`src/rtl/axis_loopback_fifo.sv`:
```
// -----------------------------------------------------------------------------
// axis_loopback_fifo
//   AXI-Stream loopback through a first-word fall-through FIFO. Beats accepted
//   on the H2C side are optionally byte-reversed and stored with their tkeep
//   and tlast. They are then replayed in order on the C2H side. The block also
//   reports FIFO occupancy and counts completed egress packets.
//
// Ports
//   AXI_clock, AXI_reset_n  : clock, asynchronous active-low reset
//   AXIS_H2C_*              : ingress stream (tdata/tkeep/tlast/tvalid/tready)
//   AXIS_C2H_*              : egress stream  (tdata/tkeep/tlast/tvalid/tready)
//   cfg_enable              : gates ingress acceptance
//   cfg_swap                : byte-reverse tdata/tkeep of beats being pushed
//   stat_clear              : synchronous clear of stat_pkt_count
//   stat_level              : current FIFO occupancy in beats
//   stat_pkt_count          : number of egress beats popped with tlast set
// -----------------------------------------------------------------------------
module axis_loopback_fifo #(
   parameter int unsigned DATA_W = 64,
   parameter int unsigned DEPTH  = 16,
   parameter int unsigned CNT_W  = 32,
   parameter int unsigned KEEP_W = DATA_W / 8,
   parameter int unsigned LVL_W  = $clog2(DEPTH) + 1
) (
   input  logic              AXI_clock,
   input  logic              AXI_reset_n,

   input  logic [DATA_W-1:0] AXIS_H2C_tdata,
   input  logic [KEEP_W-1:0] AXIS_H2C_tkeep,
   input  logic              AXIS_H2C_tlast,
   input  logic              AXIS_H2C_tvalid,
   output logic              AXIS_H2C_tready,

   output logic [DATA_W-1:0] AXIS_C2H_tdata,
   output logic [KEEP_W-1:0] AXIS_C2H_tkeep,
   output logic              AXIS_C2H_tlast,
   output logic              AXIS_C2H_tvalid,
   input  logic              AXIS_C2H_tready,

   input  logic              cfg_enable,
   input  logic              cfg_swap,
   input  logic              stat_clear,
   output logic [LVL_W-1:0]  stat_level,
   output logic [CNT_W-1:0]  stat_pkt_count
);

   localparam int unsigned PTR_W   = $clog2(DEPTH);
   localparam int unsigned ENTRY_W = DATA_W + KEEP_W + 1;
   localparam logic [LVL_W-1:0] FULL_LVL = LVL_W'(DEPTH);

   logic [PTR_W-1:0] wr_ptr_q, wr_ptr_d;
   logic [PTR_W-1:0] rd_ptr_q, rd_ptr_d;
   logic [LVL_W-1:0] level_q, level_d;
   logic [CNT_W-1:0] pkt_cnt_q, pkt_cnt_d;

   logic [ENTRY_W-1:0] mem_q [DEPTH];

   logic               push, pop;
   logic [DATA_W-1:0]  in_data;
   logic [KEEP_W-1:0]  in_keep;
   logic [ENTRY_W-1:0] head;

   // ---------------------------------------------------------------------------
   // Handshakes. tready only looks at local state, never at C2H tready.
   // Reset is folded in so tready is low for as long as reset is held.
   // ---------------------------------------------------------------------------
   always_comb begin
      AXIS_H2C_tready = AXI_reset_n & cfg_enable & (level_q != FULL_LVL);
      AXIS_C2H_tvalid = (level_q != '0);
      push            = AXIS_H2C_tvalid & AXIS_H2C_tready;
      pop             = AXIS_C2H_tvalid & AXIS_C2H_tready;
   end

   // ---------------------------------------------------------------------------
   // Ingress byte reversal. Applied at push time, so later cfg_swap changes
   // leave stored beats untouched.
   // ---------------------------------------------------------------------------
   always_comb begin
      in_data = AXIS_H2C_tdata;
      in_keep = AXIS_H2C_tkeep;
      if (cfg_swap) begin
         for (int unsigned i = 0; i < KEEP_W; i++) begin
            in_data[8*(KEEP_W-1-i) +: 8] = AXIS_H2C_tdata[8*i +: 8];
            in_keep[KEEP_W-1-i]          = AXIS_H2C_tkeep[i];
         end
      end
   end

   // Storage has no reset; validity is tracked entirely by level_q.
   always_ff @(posedge AXI_clock) begin
      if (push) begin
         mem_q[wr_ptr_q] <= {in_data, in_keep, AXIS_H2C_tlast};
      end
   end

   // ---------------------------------------------------------------------------
   // Pointer, level and packet counter next-state
   // ---------------------------------------------------------------------------
   always_comb begin
      wr_ptr_d  = wr_ptr_q;
      rd_ptr_d  = rd_ptr_q;
      level_d   = level_q;
      pkt_cnt_d = pkt_cnt_q;

      if (push) wr_ptr_d = wr_ptr_q + PTR_W'(1);
      if (pop)  rd_ptr_d = rd_ptr_q + PTR_W'(1);

      unique case ({push, pop})
         2'b10:   level_d = level_q + LVL_W'(1);
         2'b01:   level_d = level_q - LVL_W'(1);
         default: level_d = level_q;
      endcase

      // Clear wins over a coincident counted pop.
      if (stat_clear) begin
         pkt_cnt_d = '0;
      end else if (pop && head[0]) begin
         pkt_cnt_d = pkt_cnt_q + CNT_W'(1);
      end
   end

   always_ff @(posedge AXI_clock or negedge AXI_reset_n) begin
      if (!AXI_reset_n) begin
         wr_ptr_q  <= '0;
         rd_ptr_q  <= '0;
         level_q   <= '0;
         pkt_cnt_q <= '0;
      end else begin
         wr_ptr_q  <= wr_ptr_d;
         rd_ptr_q  <= rd_ptr_d;
         level_q   <= level_d;
         pkt_cnt_q <= pkt_cnt_d;
      end
   end

   // ---------------------------------------------------------------------------
   // Egress: oldest entry, zeroed while empty so reset and an empty FIFO
   // never expose stale storage.
   // ---------------------------------------------------------------------------
   always_comb begin
      head = AXIS_C2H_tvalid ? mem_q[rd_ptr_q] : '0;
      {AXIS_C2H_tdata, AXIS_C2H_tkeep, AXIS_C2H_tlast} = head;
      stat_level     = level_q;
      stat_pkt_count = pkt_cnt_q;
   end

endmodule

```
`config.mk`:
```
export PLATFORM = sky130hd
export DESIGN_NAME = axis_loopback_fifo
export DESIGN_NICKNAME = d
export VERILOG_FILES = /design/src/rtl/axis_loopback_fifo.sv
export SDC_FILE = /design/constraint.sdc
export NUM_CORES = 1
export LEC_CHECK = 0
export BUFFER_PORTS_ARGS = -buffer_cell sky130_fd_sc_hd__buf_2
export CAP_MARGIN = 20
export CELL_PAD_IN_SITES_DETAIL_PLACEMENT = 0
export CELL_PAD_IN_SITES_GLOBAL_PLACEMENT = 2
export CORE_ASPECT_RATIO = 1.1
export CORE_MARGIN = 8
export CORE_UTILIZATION = 26
export CTS_CLUSTER_SIZE = 20
export DETAILED_ROUTE_END_ITERATION = 16
export GPL_TIMING_DRIVEN = 0
export PLACE_DENSITY_LB_ADDON = 0.1
export SYNTH_ARGS = -nofsm -noshare
export SYNTH_HDL_FRONTEND = slang
export SYNTH_SLANG_ARGS = --single-unit
export TNS_END_PERCENT = 100
```
`constraint.sdc`:
```
create_clock -name AXI_clock -period 20.3 [get_ports AXI_clock]
set_input_delay 4.06 -clock AXI_clock [delete_from_list [all_inputs] [get_ports AXI_clock]]
set_output_delay 4.06 -clock AXI_clock [all_outputs]
set_load 0.02 [all_outputs]
```
# Word-level counts from Yosys, hierarchy flattened
# Memories as Yosys holds them, arrays and structs flattened.
# Index checks and enable logic that the tools add are counted.
# Widths: inputs -> output; s select.
dict set report totals {
  register_bits 45
  latch_bits 0
  mem_bits_rw 1168
  rom_bits 0
  wordCells 29
  n_memories 1
}
dict set report op_classes {
  add_sub_neg 5
  n_mul 0
  n_div 0
  order_cmp 0
  n_eq_ne 3
  shifts 0
  mux 8
  bitwise 4
  n_reduce_logical 4
}
# memory words word_bits read_ports rd_clocked_by_memory_dff write_ports line_no
set memory_table {}
lappend memory_table {mem_q 16 73 1 0 1 56} ;# logic [ENTRY_W-1:0] mem_q [DEPTH];
# op count
set op_table {}
lappend op_table {{$mux 73} 1}
lappend op_table {{$mux 32} 2}
lappend op_table {{$mux 64} 1}
lappend op_table {{$add 32x1->32 const B} 1}
lappend op_table {{$pmux 5 s2} 1}
lappend op_table {{$add 4x1->4 const B} 2}
lappend op_table {{$mux 8} 1}
lappend op_table {{$add 5x1->5 const B} 1}
lappend op_table {{$ne 5x5->1 const B} 1}
lappend op_table {{$reduce_bool 5->1} 1}
lappend op_table {{$sub 5x1->5 const B} 1}
lappend op_table {{$and 1x1->1} 4}
lappend op_table {{$reduce_bool 2->1} 2}
lappend op_table {{$eq 2x1->1 const B} 1}
lappend op_table {{$eq 2x2->1 const B} 1}
lappend op_table {{$mux 1} 2}
lappend op_table {{$logic_and 1x1->1} 1}

# Logic depth before layout (Yosys ltp)
# Gate-level depths: netlist of the first run.
dict set report logic_depth {
  ltp_word 5
  mapped_depth 16
}

# Worst setup path after synthesis of the first run
# Ideal clock, no wire load.
dict set report synth_path {
  kind {input to register}
  from {in AXI_reset_n}
  to {mem mem_q[3][0] (netlist bit) (enable)}
  setup_ns 0.594
  arrival_ns 10.057
  required_time_ns 19.706
  path_slack_ns 9.649
  path_stages 6
  n_path_buf 1
  cell_sequence {nand2_1 -> a21oi_1 -> and2_1 -> clkbuf_1 -> nand2_1 -> nor3_1}
}
dict set report synth_between {
  elab_chain_cells 5
}
# element line_no
set synth_rtl {}
lappend synth_rtl {{start, declared} 26} ;# input logic AXI_reset_n,
lappend synth_rtl {{$and 1x1->1 (2 in a row)} 68} ;# AXIS_H2C_tready = AXI_reset_n & cfg_enable & (level_q != FULL_LVL);
lappend synth_rtl {{named net AXIS_H2C_tready} 32} ;# output logic AXIS_H2C_tready,
lappend synth_rtl {{$and 1x1->1} 70} ;# push = AXIS_H2C_tvalid & AXIS_H2C_tready;
lappend synth_rtl {{$mux 1} 91} ;# if (push) begin
lappend synth_rtl {{$mux 1 (implied by the code)} 92} ;# mem_q[wr_ptr_q] <= {in_data, in_keep, AXIS_H2C_tlast};
lappend synth_rtl {{end, declared} 56}
# The timed path passes the listed nets, and every way through them passes these cells.

# Final worst setup path of the first run
dict set report layout_path {
  from {in AXI_reset_n}
  to {out AXIS_H2C_tready}
}
dict set report layout_between {
  elab_chain_cells 2
}
# element line_no
set layout_rtl {}
lappend layout_rtl {{$and 1x1->1 (2 in a row)} 68}
lappend layout_rtl {{end, declared} 32}
# Every way passes these cells.

==> impl_metrics.ini, run 1 <==
[outcome]
outcome = finished, final reports clean

[yosys]
ys.flop_type = edfxtp_1
synth_edf_count = 1168
async_flop_share_pct = 3.71
syn_area_per_cell_um2 = 23.0
ys_types = 41
synth_nets = 2167
synth_seq_area_share_pct = 75.9
ys_ff_latch = 1213
yosysWarnings = 0
synth_area_um2 = 47700
syn_inst = 2077

[worst_setup_path]
crit_arrival_ps = 5120
startpoint_type = input port
required_ps = 16240
cp_max_fo = 32
worstSetupPathType = in -> out
critPathCaptureType = primary output

[sta]
slew_headroom_pct = 21.0
tightest_slew_ps = 1190
rsz0062_at_grt = false
min_period_ps = 9180
finalHoldViolations = 0
final.period_utilization_pct = 45.2
tns_ps = 0
fin_skew_ps = 25.8
hold_slack_ps = 569
max_freq_mhz = 109
maxSlewViolCount = 0
setup_viol = 0
finalWorstSetupSlack_ps = 11120

[route]
routedWlPerCell_um = 29.1
routed_wirelength_mm = 147
vias_per_cell = 4.61
drtPass1Iterations = 5
antenna_left = 0
drt_iter0_drc = 1788
via_count = 23300
drc = 0

[job]
maxCapViolations = 0

[grt]
grt_pass1_wl_mm = 205
grt_max_degree = 33
grt_pass1_vias = 25500
grt_overflow = 0
antenna_found_initial = 12
grt.total_usage_pct = 14.8

[die]
initial_core_util_pct = 26.0
die_w_um = 424
dieHeight_um = 465
io_pins = 192
rows = 165
core_um2 = 183000
die-area_um2 = 197000

[pwr]
p_per_area_nw_per_um2 = 135
p_leak_nw = 18.4
internal-power_w = 0.00535
worst_ir_drop_vdd_v = 0.0000811
combPwrFrac_pct = 31.5
swShare_pct = 31.8
p_clk_share_pct = 32.0
switchingPower_w = 0.00249
seqPwrFrac_pct = 36.5

[clock_network]
cts_resized = 0
clk_latency_ps = 770
clockBufferDepth = 3
cts_post_setup_buffers_inserted = 0
cts_sinks = 1213
htreeDepth = 4
cts_tree = done
cts_hold_buf = 0
numCtsBuffers = 141
cts.clk_slew.worst_paths_ps = 60
cts_root_buf = clkbuf_16

[placement]
dpl-instance-area_um2 = 53500
gp_routability_congestion = 0.694
io_buffer_count = 189
dpl.hpwl_mm = 98.5
place_ws_ps = 11050
place_inst = 4796

[cells_and_area]
fin_area_um2 = 58000
layout-drive-gt1-share_pct = 38.2
fill_cells = 17500
final_cell_mix = edfxtp_1 (1,168), mux4_2 (360), buf_2 (227), clkbuf_16 (142), clkbuf_1 (91)
final_cell_count_no_fill = 5054
syn_to_final_growth_pct = 21.7
mostFrequentLayoutCell = edfxtp_1
fin_nets = 2608

[hold_path]
hold_path_class = reg -> reg
[synthesized netlist by cell type (2+ instances only)]
library cell  number  share of area (%)
buf_2             38               0.40
clkbuf_1          68               0.54
buf_4              7               0.11
nand2_1           22               0.17
a22oi_1            3              0.047
nand3_1           18               0.19
buf_1              4              0.031
nor2b_1           75               0.98
a21boi_0           2              0.031
nand4_1           11               0.14
xor2_1             7               0.13
mux2_2            75                1.8
mux2i_1            9               0.19
o21ai_0            2              0.021
mux4_2           360                 17
xnor2_1           35               0.64
inv_1              7              0.055
dfrtp_1           45                2.4
nor3_1             6              0.063
edfxtp_1        1168                 74
nand2b_1           2              0.026
a2111oi_2          9               0.28
and2_1             4              0.052
nor2_1            50               0.39
a211oi_1           7               0.11
ha_1              10               0.26
a21oi_1           16               0.17
and3_1             4              0.052
[path summary, 6_finish.rpt]
| check | cells after the start | start | slack (ps) | endpoint |
|---|---|---|---|---|
| max in group asynchronous | 2 | AXI_reset_n | 16560 | stat_pkt_count[0] |
| worst max-delay path | 5 | AXI_reset_n | 11120 | AXIS_H2C_tready |
| worst max register to register | 9 | stat_level[2] | 16680 | mem_q[15][16] |
| worst min register to register | 2 | stat_pkt_count[7] | 570 | stat_pkt_count[7] |
| min in group asynchronous | 1 | AXI_reset_n | 3220 | stat_pkt_count[23] |
| worst min-delay path | 2 | stat_pkt_count[7] | 570 | stat_pkt_count[7] |
[critical path, stage by stage]
cell     delay (ps)
buf_2           340
buf_12          270
nand2_1          80
a21oi_1         160
buf_2           200
[power groups by stage]
| stage | logic (W) | clock network, W | registers, W |
|---|---|---|---|
| finish | 0.00247 | 0.00251 | 0.00286 |
| global route | 0.00266 | 0.00268 | 0.00286 |
| CTS | 0.00258 | 0.00259 | 0.00286 |
| detailed placement | 0.00258 | 0 | 0.00291 |
| global placement | 0.00253 | 0 | 0.00293 |
| floorplan | 0.00155 | 0 | 0.00292 |
[cells by family after synthesis]
group           count (synthesis)  share of synthesized area, %
compound gates                 47                         0.813
xor+xnor                       42                         0.771
fa+ha+maj                      10                         0.262
buf+inv                       125                          1.15
flops                        1213                          75.9
mux                           444                          19.0
simple gates                  196                          2.15
[cell type report]
type                    count  area, µm²  area share, %
well taps                2421       3030           5.22
multi-input cells         739      11100           19.1
clock buffers             171       3660           6.31
diodes                      2       5.00        0.00862
plain buffers             118        532          0.916
inverters                   7       26.3         0.0453
clock inverters            85        880           1.52
flip-flops and latches   1213      36200           62.4
repair buffers            298       2640           4.56
[through the flow]
stage	utilization, %	total power [W]
after floorplan	-	0.00447
after global placement	28.2	0.00546
after detailed placement	29.2	0.00549
after CTS	31.7	0.00804
after global routing	31.7	0.00820
final	31.7	0.00784
[sequential cells by signal, indices dropped and copies added (netlist names)]
signal / count
stat_pkt_count: 32
rd_ptr_q: 4
mem_q: 1168
stat_level: 5
wr_ptr_q: 4
[layer usage]
metal | share of wire (%) | track usage [%] | vias up
li1 | - | - | 9666
met4 | 1.8 | 3.24 | 0
met3 | 4.0 | 2.69 | 160
met2 | 50 | 25.3 | 525
met1 | 44 | 19.6 | 12900
met5 | 0 | 0 | -
(Power assumes the default switching activity.)
==> run 2: changes to the inputs <==
Clock period 20.3 ns to 7.9 ns, I/O delays scaled along.
==> run 2 against run 1 <==
  * Register-to-register slack lost 12000 ps
  * Clock skew shrank 0.88 ps
  * Largest cell class unchanged
  * Final area grew 0.71%
  * Largest power group unchanged
  * Global-route usage shrank 0.11 points
  * Critical endpoint is now AXIS_C2H_tdata[23]
  * Sequential share of layout area shrank 0.44 points
  * Highest routed layer unchanged
==> impl_metrics.ini, run 2 (synthesis gave the netlist of run 1 again) <==
[outcome]
outcome = finished, final reports clean

[die]
initial_core_util_pct = 26.0
die-area_um2 = 197000
io_pins = 192
core_um2 = 183000
rows = 165
dieHeight_um = 465
die_w_um = 424

[sta]
tightest_slew_ps = 1110
final.period_utilization_pct = 77.5
setup_viol = 0
max_freq_mhz = 163
slew_headroom_pct = 26.0
fin_skew_ps = 24.9
finalWorstSetupSlack_ps = 1770
rsz0062_at_grt = false
min_period_ps = 6130
finalHoldViolations = 0
maxSlewViolCount = 0

[worst_setup_path]
startpoint_type = register
cp_max_fo = 10
critPathCaptureType = primary output
crit_top_cell = clkbuf_1
cp_cell_sequence = clkbuf_1 > clkbuf_1 > buf_6 > clkbuf_1 > mux4_2 > mux4_2 > nor2b_1 > buf_2
worstSetupPathType = reg -> out
rr_worst_depth = 11
slowest_delay_ps = 820
crit_path_top_delay_cell = clkbuf_1
required_ps = 6320
crit_arrival_ps = 4550

[pwr]
p_clk_share_pct = 31.3
internal-power_w = 0.0136
seqPwrFrac_pct = 36.8
swShare_pct = 31.7
p_per_area_nw_per_um2 = 342
worst_ir_drop_vdd_v = 0.000205
p_leak_nw = 18.5
combPwrFrac_pct = 31.9
switchingPower_w = 0.00634

[placement]
gp_routability_congestion = 0.688
place_inst = 4788
place_ws_ps = 2430
dpl.hpwl_mm = 98.7
dpl-instance-area_um2 = 54000
io_buffer_count = 189

[cells_and_area]
fill_cells = 17400
post-route-util_pct = 31.9
syn_to_final_growth_pct = 22.5
largest_reg_flops = 1168
fin_nets = 2601
final_cell_mix = edfxtp_1 (1,168), mux4_2 (360), buf_2 (227), clkbuf_16 (151), clkbuf_1 (94)
mostFrequentLayoutCell = edfxtp_1
layout-drive-gt1-share_pct = 37.9
fin_area_um2 = 58400
seq_area_um2 = 36200
multi_input_area_um2 = 11100
top_register = mem_q
final_cell_count_no_fill = 5046

[route]
wl_met1_mm = 64.0
drc = 0
vias_per_cell = 4.58
highest_layer = met4
routed_wirelength_mm = 146
antenna_left = 0
drtPass1Iterations = 5
drt_iter0_drc = 1983
wl_met3_mm = 6.18
via_count = 23100
wl_met2_mm = 72.3
routedWlPerCell_um = 28.9

[clock_network]
cts_sinks = 1213
cts_resized = 0
cts_hold_buf = 0
cts_tree = done
cts_root_buf = clkbuf_16
htreeDepth = 4
clockBufferDepth = 3
clk_latency_ps = 770
numCtsBuffers = 142
cts_post_setup_buffers_inserted = 0
cts.clk_slew.worst_paths_ps = 60

[grt]
grt_pass1_vias = 25000
grt.total_usage_pct = 14.7
grt_overflow = 0
antenna_found_initial = 9
grt_pass1_wl_mm = 202
grt_max_degree = 35

[hold_path]
hold_path_class = reg -> reg
hold_path_depth = 2

[job]
maxCapViolations = 0
## run 2: cell types whose count changed in the layout (fill, tap and decap cells not counted), sizes merged, moves of 4 or more
cell and delta:
bufinv -9, buf -8, clkinv +5, inv -7, clkinvlp -4, clkbuf +13
## run 2: final cells by class
class | count | area share (%)
Buffer | 118 | 0.910
Clock buffer | 184 | 6.69
Tap cell | 2421 | 5.18
Inverter | 7 | 0.0450
Sequential cell | 1213 | 61.9
Antenna cell | 4 | 0.0171
Timing Repair Buffer | 290 | 5.40
Multi-Input combinational cell | 739 | 19.0
Clock inverter | 70 | 0.852
## run 2: critical path: cells and delay by family, from the launching register on
family	cells	cell delay (ps)
buffers and inverters	5	2240
AND/OR/NAND/NOR	1	600
multiplexers	2	590
flip-flops	1	340
## run 2: per-stage QoR
stage / total power (W) / hold slack [ps] / TNS, ps
detailed placement: 0.0141 / 554 / 0
floorplan: 0.0115 / 573 / 0
CTS: 0.0205 / 569 / 0
finish: 0.0200 / 563 / 0
global route: 0.0209 / 588 / 0
global placement: 0.0140 / 548 / -5771580
## run 2: layer usage
metal	vias to the layer above	global-route usage [%]
met5	-	0
met4	0	3.99
met3	174	2.59
met2	528	24.7
met1	12700	19.6
li1	9664	-
## run 2: power by group through the flow
| stage | sequential (W) | combinational, W | clock (W) |
|---|---|---|---|
| 3_5_place_dp | 0.00748 | 0.00667 | 0 |
| 2_1_floorplan | 0.00750 | 0.00399 | 0 |
| 6_report | 0.00735 | 0.00638 | 0.00626 |
| 4_1_cts | 0.00735 | 0.00669 | 0.00647 |
| 5_1_grt | 0.00736 | 0.00685 | 0.00669 |
| 3_3_place_gp | 0.00752 | 0.00651 | 0 |
## run 2: worst paths after layout
check,startpoint,end,slack (ps)
setup / recovery,rd_ptr_q[1],AXIS_C2H_tdata[23],1770
hold / removal,stat_pkt_count[28],stat_pkt_count[28],560
setup reg to reg,stat_level[1],mem_q[0][54],4240
hold reg to reg,stat_pkt_count[28],stat_pkt_count[28],560
max in group asynchronous,AXI_reset_n,stat_pkt_count[29],6630
min in group asynchronous,AXI_reset_n,stat_level[0],720
==> run 3: changes to the inputs <==
Settings changed: ABC_AREA from default to 1.
Clock period 7.9 ns to 5.4 ns, I/O delays scaled along.
==> run 3 against run 2 <==
  * Sequential share of layout area decreased by 2.4 points
  * Clock power increased by 47%
  * Critical path depth is the same
  * Flip-flop and latch count unchanged
  * Count of clock-buffer cells in the layout increased by 21
  * Final area is 4.1% higher
  * Final cell count increased by 43%
  * Global-route usage up 5.7 points
  * Wire length increased by 47%
  * Clock skew is 5.7 ps higher
  * Largest power group is now combinational cells
==> impl_metrics.ini, run 3 <==
[pwr]
worst_ir_drop_vdd_v = 0.000333
p_per_area_nw_per_um2 = 551
switchingPower_w = 0.0142
combPwrFrac_pct = 40.4
p_total_w = 0.0335
p_leak_nw = 20.3
seqPwrFrac_pct = 32.1
swShare_pct = 42.4
internal-power_w = 0.0193
p_clk_share_pct = 27.5

[worst_setup_path]
r2r_setup_slack_ps = 1910
crit_path_top_delay_cell = clkbuf_1
rr_worst_depth = 17
required_ps = 4320
cp_cell_sequence = buf_4 > buf_6 > clkbuf_1 > o21ai_0 > o221ai_1 > nand3_1 > a21oi_1 > buf_2
slowest_delay_ps = 740
critPathCaptureType = primary output
startpoint_type = register
r2r_end = stat_level[4]
worstSetupPathType = reg -> out
timing.rr.start = stat_level[2]
cp_max_fo = 10
crit_arrival_ps = 4120

[cells_and_area]
fin_area_um2 = 60800
fin_nets = 4649
syn_to_final_growth_pct = 21.9
top_register = mem_q
largest_reg_flops = 1168
layout-drive-gt1-share_pct = 14.3
mostFrequentLayoutCell = edfxtp_1
final_cell_mix = edfxtp_1 (1,168), nor2_1 (951), o21ai_0 (571), o211ai_1 (287), buf_2 (246)

[die]
io_pins = 192
dieHeight_um = 476
initial_core_util_pct = 26.2
core_um2 = 191000
die_w_um = 434
rows = 168
die-area_um2 = 206000

[placement]
gp_routability_congestion = 0.761
dpl-instance-area_um2 = 56500
io_buffer_count = 190
dpl.hpwl_mm = 149

[grt]
grt_overflow = 0
grt_pass1_vias = 34600
grt.total_usage_pct = 20.3
antenna_found_initial = 15
grt_pass1_wl_mm = 292
grt_max_degree = 31

[sta]
maxSlewViolCount = 0
max_freq_mhz = 192
min_period_ps = 5200
fin_skew_ps = 30.7
setup_viol = 0
finalHoldViolations = 0
final.period_utilization_pct = 96.3
slew_headroom_pct = 17.8
tightest_slew_ps = 1230
rsz0062_at_grt = false
tns_ps = 0

[route]
vias_per_cell = 4.77
via_count = 34500
drtPass1Iterations = 5
antenna_left = 0
drc = 0
routed_wirelength_mm = 215
drt_iter0_drc = 2848
routedWlPerCell_um = 29.8

[yosys]
synth_area_um2 = 49900
synth_edf_count = 1168
syn_area_per_cell_um2 = 12.2
synth_top_area_share_pct = 70.3
synth.most_common_cell = edfxtp_1
syn_inst = 4098
synth.area.top_cells = edfxtp_1 (70%), nor2_1 (7.3%), o21ai_0 (6.1%), o211ai_1 (4.3%), dfrtp_1 (2.3%)
yosysTopAreaCell = edfxtp_1
ys_ff_latch = 1213
ys_types = 28
synth_nets = 4188
yosysWarnings = 0
synth_seq_area_share_pct = 72.5
async_flop_share_pct = 3.71
synth_common_cells = edfxtp_1 (1,168), nor2_1 (967), o21ai_0 (607), o211ai_1 (287), nand2_1 (218)
ys.flop_type = edfxtp_1

[clock_network]
cts_hold_buf = 0
cts_sinks = 1213
cts_resized = 0
cts_tree = done
clockBufferDepth = 3
clk_latency_ps = 780
htreeDepth = 4
cts.clk_slew.worst_paths_ps = 60
numCtsBuffers = 145
cts_post_setup_buffers_inserted = 0
cts_root_buf = clkbuf_16

[job]
maxCapViolations = 0

[outcome]
outcome = finished, final reports clean

[hold_path]
hold_path_class = in -> async
run 3: changes by cell type in the layout (fill, tap and decap cells not counted), moves of 75 or more:
cell,before,now
o211ai_1,0,287
clkbuf_1,94,203
inv_1,7,115
mux4_2,360,0
nor2_1,38,951
nand2_1,22,218
o21ai_1,0,96
mux2_2,75,0
o21ai_0,2,571
nor2b_1,75,0
nand3_1,18,139
run 3: cell families after synthesis:
kind of cell               count (synthesis)  share of synthesized area (%)
DFF                                     1213                           72.5
and+or+nand+nor                         1361                           10.8
adders and majority gates                 10                          0.251
xor gates and xnor gates                  25                          0.439
buffers and inverters                    400                           3.64
AOI/OAI and AO/OA                       1089                           12.4
run 3: worst max path at each step:
stage | startpoint | to | cells after the start
2_1_floorplan | AXI_reset_n | mem_q[11][0] | 6
3_3_place_gp | AXI_reset_n | mem_q[9][50] | 7
3_5_place_dp | AXI_reset_n | mem_q[2][51] | 11
4_1_cts | rd_ptr_q[1] | AXIS_C2H_tdata[34] | 9
5_1_grt | rd_ptr_q[1] | AXIS_C2H_tdata[46] | 8
6_report | rd_ptr_q[1] | AXIS_C2H_tdata[46] | 8
run 3: power by group through the flow:
stage / clock [W] / sequential [W] / combinational (W)
floorplan: 0 / 0.0110 / 0.00686
global placement: 0 / 0.0110 / 0.0135
detailed placement: 0 / 0.0109 / 0.0138
CTS: 0.00946 / 0.0108 / 0.0139
global route: 0.00977 / 0.0108 / 0.0147
finish: 0.00920 / 0.0108 / 0.0135
run 3: area by class of cell:
class	instances	area, µm²
Buffer	281	1380
Antenna cell	7	17.5
Inverter	119	452
Fill cell	19400	130000
Sequential cell	1213	36200
Multi-Input combinational cell	2485	12200
Clock inverter	48	315
Clock buffer	205	4010
Tap cell	2550	3190
Timing Repair Buffer	314	3080
run 3: stage by stage:
stage | utilization (%) | hold WS [ps] | setup WS, ps | std cells
floorplan | - | 505 | 77.4 | 4098
global placement | 28.4 | 547 | -7240 | 6838
detailed placement | 29.6 | 545 | 805 | 6960
CTS | 31.9 | 219 | 73.0 | 7213
global route | 31.9 | 265 | 36.7 | 7218
finish | 31.9 | 275 | 198 | 7222
run 3: worst max-delay path, delay by kind of cell, from the launching register on:
kind | cells | cell delay (ps)
buf+inv | 4 | 1630
compound gates | 3 | 1010
flops | 1 | 470
simple gates | 1 | 230
run 3: routing by layer:
metal  vias to the layer above  GRT usage [%]  share of wire [%]
met5                         -              0                  0
met4                         0           5.93                2.8
met3                       207           2.51                4.1
met2                       793           34.1                 48
met1                     17700           27.7                 45
li1                      15800              -                  -
